$ cat src/rtl/mem_lsu.sv
// mem_lsu: MEM-stage load/store unit with req/ack bus, big-endian byte lanes and load extension.
// Define MEM_ALIGN_EXC_EN to trap misaligned half/word accesses instead of issuing them.
module mem_lsu #(
  parameter int TIMEOUT = 255
) (
  input  logic        clk,
  input  logic        rst,
  input  logic [7:0]  aluop_i,
  input  logic [31:0] mem_addr_i,
  input  logic [31:0] reg2_i,
  input  logic [4:0]  wd_i,
  input  logic        wreg_i,
  input  logic [31:0] wdata_i,
  output logic [4:0]  wd_o,
  output logic        wreg_o,
  output logic [31:0] wdata_o,
  output logic        stallreq_o,
  output logic        bus_req_o,
  output logic        bus_we_o,
  output logic [31:0] bus_addr_o,
  output logic [3:0]  bus_sel_o,
  output logic [31:0] bus_wdata_o,
  input  logic [31:0] bus_rdata_i,
  input  logic        bus_ack_i,
  output logic        bus_err_o
`ifdef MEM_ALIGN_EXC_EN
  ,output logic       align_exc_o
`endif
);
  localparam logic [7:0] EXE_LB_OP  = 8'b11100000;
  localparam logic [7:0] EXE_LBU_OP = 8'b11100100;
  localparam logic [7:0] EXE_LH_OP  = 8'b11100001;
  localparam logic [7:0] EXE_LHU_OP = 8'b11100101;
  localparam logic [7:0] EXE_LW_OP  = 8'b11100011;
  localparam logic [7:0] EXE_SB_OP  = 8'b11101000;
  localparam logic [7:0] EXE_SH_OP  = 8'b11101001;
  localparam logic [7:0] EXE_SW_OP  = 8'b11101011;
  localparam logic [1:0] S_IDLE = 2'd0;
  localparam logic [1:0] S_BUSY = 2'd1;
  localparam logic [1:0] S_DONE = 2'd2;
  logic [1:0]  r_state;
  logic [7:0]  r_cnt;
  logic [31:0] r_rdata;
  logic        r_req, r_abort, r_err;
  logic        w_lb, w_lbu, w_lh, w_lhu, w_lw, w_sb, w_sh, w_sw;
  logic        w_ld, w_st, w_mem, w_byte, w_half, w_word, w_mis, w_to, w_on, w_done;
  logic [1:0]  w_a;
  logic [3:0]  w_sel;
  logic [7:0]  w_b;
  logic [15:0] w_h;
  logic [31:0] w_wdata, w_ldata, w_shift;
  always_comb begin
    w_lb   = aluop_i == EXE_LB_OP;
    w_lbu  = aluop_i == EXE_LBU_OP;
    w_lh   = aluop_i == EXE_LH_OP;
    w_lhu  = aluop_i == EXE_LHU_OP;
    w_lw   = aluop_i == EXE_LW_OP;
    w_sb   = aluop_i == EXE_SB_OP;
    w_sh   = aluop_i == EXE_SH_OP;
    w_sw   = aluop_i == EXE_SW_OP;
    w_ld   = w_lb | w_lbu | w_lh | w_lhu | w_lw;
    w_st   = w_sb | w_sh | w_sw;
    w_mem  = w_ld | w_st;
    w_byte = w_lb | w_lbu | w_sb;
    w_half = w_lh | w_lhu | w_sh;
    w_word = w_lw | w_sw;
    w_a    = mem_addr_i[1:0];
    w_sel  = w_byte ? 4'b1000 >> w_a : w_half ? (w_a[1] ? 4'b0011 : 4'b1100) : 4'b1111;
    w_wdata = w_byte ? {4{reg2_i[7:0]}} : w_half ? {2{reg2_i[15:0]}} : reg2_i;
    // Lane 0 (a=0) is the most significant byte, so shift right by (3-a) bytes.
    w_shift = bus_rdata_i >> {~w_a, 3'b000};
    w_b     = w_shift[7:0];
    w_h     = w_a[1] ? bus_rdata_i[15:0] : bus_rdata_i[31:16];
    w_ldata = w_lb  ? {{24{w_b[7]}}, w_b} :
              w_lbu ? {24'd0, w_b} :
              w_lh  ? {{16{w_h[15]}}, w_h} :
              w_lhu ? {16'd0, w_h} : bus_rdata_i;
`ifdef MEM_ALIGN_EXC_EN
    w_mis  = (w_half & w_a[0]) | (w_word & |w_a);
`else
    w_mis  = 1'b0;
`endif
    w_to   = r_state == S_BUSY && !bus_ack_i && r_cnt == 8'(TIMEOUT - 1);
    w_on   = r_req & !rst;
    w_done = r_state == S_DONE;
  end
  always_ff @(posedge clk) begin
    if (rst) begin
      r_state <= S_IDLE;
      r_cnt   <= 8'd0;
      r_rdata <= 32'd0;
      r_req   <= 1'b0;
      r_abort <= 1'b0;
      r_err   <= 1'b0;
    end else begin
      r_err <= w_to;
      if (r_state == S_IDLE) begin
        r_cnt <= 8'd0;
        if (w_mem) begin
          r_state <= w_mis ? S_DONE : S_BUSY;
          r_req   <= !w_mis;
          r_abort <= w_mis;
        end
      end else if (r_state == S_BUSY) begin
        r_cnt <= r_cnt + 8'd1;
        if (bus_ack_i) begin
          r_req   <= 1'b0;
          r_rdata <= w_ldata;
          r_abort <= 1'b0;
          r_state <= S_DONE;
        end else if (w_to) begin
          r_req   <= 1'b0;
          r_abort <= 1'b1;
          r_state <= S_DONE;
        end
      end else begin
        r_state <= S_IDLE;
      end
    end
  end
`ifdef MEM_ALIGN_EXC_EN
  logic r_aexc;
  always_ff @(posedge clk) begin
    if (rst) r_aexc <= 1'b0;
    else r_aexc <= r_state == S_IDLE && w_mem && w_mis;
  end
  assign align_exc_o = r_aexc;
`endif
  always_comb begin
    stallreq_o  = !rst & ((r_state == S_IDLE & w_mem) | r_state == S_BUSY);
    wd_o        = rst ? 5'd0 : wd_i;
    wreg_o      = rst ? 1'b0 : !w_mem ? wreg_i : w_done & !r_abort & wreg_i;
    wdata_o     = rst ? 32'd0 : !w_mem ? wdata_i : (w_done & w_ld & !r_abort) ? r_rdata : 32'd0;
    bus_req_o   = w_on;
    bus_we_o    = w_on & w_st;
    bus_addr_o  = w_on ? {mem_addr_i[31:2], 2'b00} : 32'd0;
    bus_sel_o   = w_on ? w_sel : 4'd0;
    bus_wdata_o = (w_on & w_st) ? w_wdata : 32'd0;
    bus_err_o   = r_err & !rst;
  end
endmodule

$ cat config.mk
export PLATFORM = sky130hd
export DESIGN_NAME = mem_lsu
export DESIGN_NICKNAME = d
export VERILOG_FILES = /design/src/rtl/mem_lsu.sv
export SDC_FILE = /design/constraint.sdc
export NUM_CORES = 1
export LEC_CHECK = 0
export BUFFER_PORTS_ARGS = -buffer_cell sky130_fd_sc_hd__buf_2
export CAP_MARGIN = 10
export CORE_AREA = 2 2 99 101
export DETAILED_ROUTE_END_ITERATION = 16
export DIE_AREA = 0 0 101 103
export GPL_ROUTABILITY_DRIVEN = 1
export MAX_ROUTING_LAYER = met4
export PLACE_DENSITY = 0.84
export SLEW_MARGIN = 10
export SYNTH_ARGS = -nofsm -noshare
export SYNTH_HDL_FRONTEND = slang
export SYNTH_SLANG_ARGS = --single-unit
$ cat constraint.sdc
create_clock -name clk -period 4 [get_ports clk]
set_input_delay 0.4 -clock clk [delete_from_list [all_inputs] [get_ports clk]]
set_output_delay 0.4 -clock clk [all_outputs]
set_load 0.1 [all_outputs]
==> results.sh <==
export IMPL_place_congestion=0.950
export IMPL_dr_pass1_iters=6
export IMPL_cellLeakagePower_uw=0.00269
export IMPL_endpoint="wdata_o[23]"
export IMPL_hold_viol=0
export IMPL_worst_hold_slack_ns=0.390
export IMPL_hold_path_class="in -> reg"
export IMPL_setup_tns_ns=0
export IMPL_period_share=0.747
export IMPL_synth_area_sq_um=4000
export IMPL_pwr_density_cell_nw_per_um2=202
export IMPL_ant_nets=0
export IMPL_n_antenna_cell=0
export IMPL_swShare=0.405
export IMPL_syn_area_per_cell_sq_um=7.15
export IMPL_overflow=0
export IMPL_hold_start="bus_rdata_i[12]"
export IMPL_status="complete, no violations"
export IMPL_dr_total_vias=5137
export IMPL_avgRoutedWirePerCell_microns=17.5
export IMPL_grt_first_pass_wirelength_microns=23400
export IMPL_drc=0
export IMPL_required_ns=3.60
export IMPL_p_seq_frac=0.379
export IMPL_synth_enable_flop_cells=0
export IMPL_p_switching_uw=485
export IMPL_reg2reg_slack_ns=1.62
export IMPL_drv_slew=0
export IMPL_port_buffers=252
export IMPL_finalNonFillerCells=885
export IMPL_h_tree_depth=2
export IMPL_synth_area_leaders="dfxtp_1 23%, nor2_1 8.1%, and2_1 6.3%"
export IMPL_critPathMaxFanout=32
export IMPL_ioPinCount=255
export IMPL_antenna_found_initial=0
export IMPL_drive_gt1_frac=0.380
export IMPL_synth_flop_cell="dfxtp_1"
export IMPL_yosysTopAreaCellShare=0.225
export IMPL_clock_skew_ns=0.00648
export IMPL_cts_resized_gates=0
export IMPL_p_comb_frac=0.400
export IMPL_clockBufferDepth=2
export IMPL_max_cap_violations=0
export IMPL_grt_max_degree=81
export IMPL_start_kind="flop"
export IMPL_clkPwrFrac=0.221
export IMPL_cts_sinks=45
export IMPL_reg2reg_to="r_rdata[10]$_SDFFE_PP0P_"
export IMPL_final_nets=919
export IMPL_end_kind="output pin"
export IMPL_synthCells=560
export IMPL_arrival_ns=2.59
export IMPL_synthDistinctLibCells=51
export IMPL_post_cts_buffers=0
export IMPL_die_x_microns=101
export IMPL_max_freq_ghz=0.335
export IMPL_drtIter0Drc=512
export IMPL_viasPerCell=5.80
export IMPL_core_area_sq_um=9460
export IMPL_async_flop_share=0
export IMPL_worst_r2r_cell_count=5
export IMPL_clk_pin_slew_worst_paths_ns=0.08
export IMPL_grt_pass1_vias=4598
export IMPL_die_h_microns=103
export IMPL_internal_power_uw=713
export IMPL_rows=36
export IMPL_min_delay_path_depth=3
export IMPL_yosysWarnings=0
export IMPL_clkLatencyLatePin_ns=0.30
export IMPL_rsz0062_at_grt="no"
export IMPL_setup_viol=0
export IMPL_worstSetupPathType="reg -> out"
export IMPL_holdBufCountCts=0
export IMPL_max_slew_worst_pin_slew_ns=1.23
export IMPL_synth_area_leader_cell="dfxtp_1"
export IMPL_placedCellCount=879
export IMPL_cts_buffers=5
export IMPL_ir_worst_vdd_uv=146
export IMPL_r2r_start="r_state[0]$_SDFFE_PP0P_"
export IMPL_area_delta_synth_final_pct=48.3
export IMPL_utilization=0.628
export IMPL_post_route_min_period_ns=2.99
export IMPL_relSlewSlack=0.177
export IMPL_dp_final_hpwl_microns=11700
export IMPL_synth_seq_cells=45
export IMPL_cts_root_buf="clkbuf_8"
export IMPL_fp_dieArea_sq_um=10400
export IMPL_start_util=0.423
export IMPL_cts_tree="built"
export IMPL_wl_microns=15500
export IMPL_yosysSeqAreaShare=0.225
export IMPL_startpoint="r_state[1]$_SDFFE_PP0P_"
export IMPL_n_fill_cell=832
export IMPL_grt_util_all_layers=0.292
[cell type report]
cell class | instances | area, sq um | share of cell area
Clock buffer | 5 | 68.8 | 0.0116
Timing Repair Buffer | 262 | 2000 | 0.336
Tap cell | 114 | 143 | 0.0240
Clock inverter | 1 | 5.00 | 0.000843
Inverter | 21 | 78.8 | 0.0133
Sequential cell | 45 | 901 | 0.152
Multi-Input combinational cell | 437 | 2740 | 0.462
[power groups by stage]
stage	registers [uW]	clock network (uW)	logic [uW]
2_1_floorplan	464	0	324
3_3_place_gp	465	0	470
3_5_place_dp	465	0	473
4_1_cts	454	265	475
5_1_grt	455	281	507
6_report	454	264	479
[cells by family after synthesis]
group,count (synthesis),share of synthesized area
simple gates,230,0.272
compound gates,178,0.321
buf+inv,79,0.0916
flops,45,0.225
mux,20,0.0725
xor+xnor,5,0.0109
fa+ha+maj,2,0.00625
other cells,1,0.000937
[worst min-delay path by stage]
| stage | to | slack (ns) |
|---|---|---|
| 2_1_floorplan | r_req$_SDFFE_PP0P_ | 0.45 |
| 3_3_place_gp | r_req$_SDFFE_PP0P_ | 0.45 |
| 3_5_place_dp | r_req$_SDFFE_PP0P_ | 0.47 |
| 4_1_cts | r_rdata[14]$_SDFFE_PP0P_ | 0.39 |
| 5_1_grt | r_rdata[15]$_SDFFE_PP0P_ | 0.39 |
| 6_report | r_rdata[12]$_SDFFE_PP0P_ | 0.39 |
[synth_stat cells, types with 4 or more instances]
cell      count
dfxtp_1      45
nand2_1      66
buf_1         5
a22oi_1      33
a211oi_2     10
mux4_2        7
o22ai_1      17
a21oi_1      45
o21ai_0      12
buf_4         4
a311oi_1      8
a211oi_1     23
nor2b_1       6
buf_6         5
nand2b_1      6
a221oi_1      7
clkbuf_1     30
and2_1       40
buf_2        14
inv_1        21
mux2i_1      11
nor2_1       86
nand4_1       4
o41ai_1      15
[flip-flops by register name, summed over array words and instances (netlist names)]
| register | count |
|---|---|
| r_state | 2 |
| r_cnt | 8 |
| r_rdata | 32 |
| r_err | 1 |
| r_abort | 1 |
| r_req | 1 |
[critical path, stage by stage, from the launching register on]
cell and delay [ns]:
dfxtp_1 0.54, or3b_1 0.46, a2111oi_4 0.22, buf_4 0.37, a22oi_1 0.13, nor2_1 0.11, buf_2 0.44
[placed cells by master (no fill, tap or decap), types with 8 or more instances in the layout]
cell type / synthesis / layout
a211oi_1: 23 / 23
a211oi_2: 10 / 10
a21oi_1: 45 / 44
a22oi_1: 33 / 33
a311oi_1: 8 / 8
and2_1: 40 / 40
buf_12: 0 / 44
buf_2: 14 / 208
buf_4: 4 / 10
dfxtp_1: 45 / 45
inv_1: 21 / 21
mux2i_1: 11 / 11
nand2_1: 66 / 66
nor2_1: 86 / 86
o21ai_0: 12 / 12
o22ai_1: 17 / 17
o41ai_1: 15 / 15
[per-stage QoR]
stage          power (uW)  instance area (sq um)  setup WS (ns)
2_1_floorplan         788                   4010         0.0460
3_3_place_gp          935                   5860           1.29
3_5_place_dp          938                   5860           1.23
4_1_cts              1200                   5940           1.03
5_1_grt              1240                   5940          0.859
6_report             1200                   5940           1.01
[per-layer routing]
| layer | wire length (microns) | vias up | global-route usage |
|---|---|---|---|
| met4 | 535 | 0 | 0.113 |
| met1 | 5750 | 2353 | 0.353 |
| met2 | 7430 | 320 | 0.469 |
| met5 | 0 | - | - |
| li1 | - | 2419 | - |
| met3 | 1740 | 45 | 0.0732 |
Note: power is estimated with default switching activity, not from simulation.
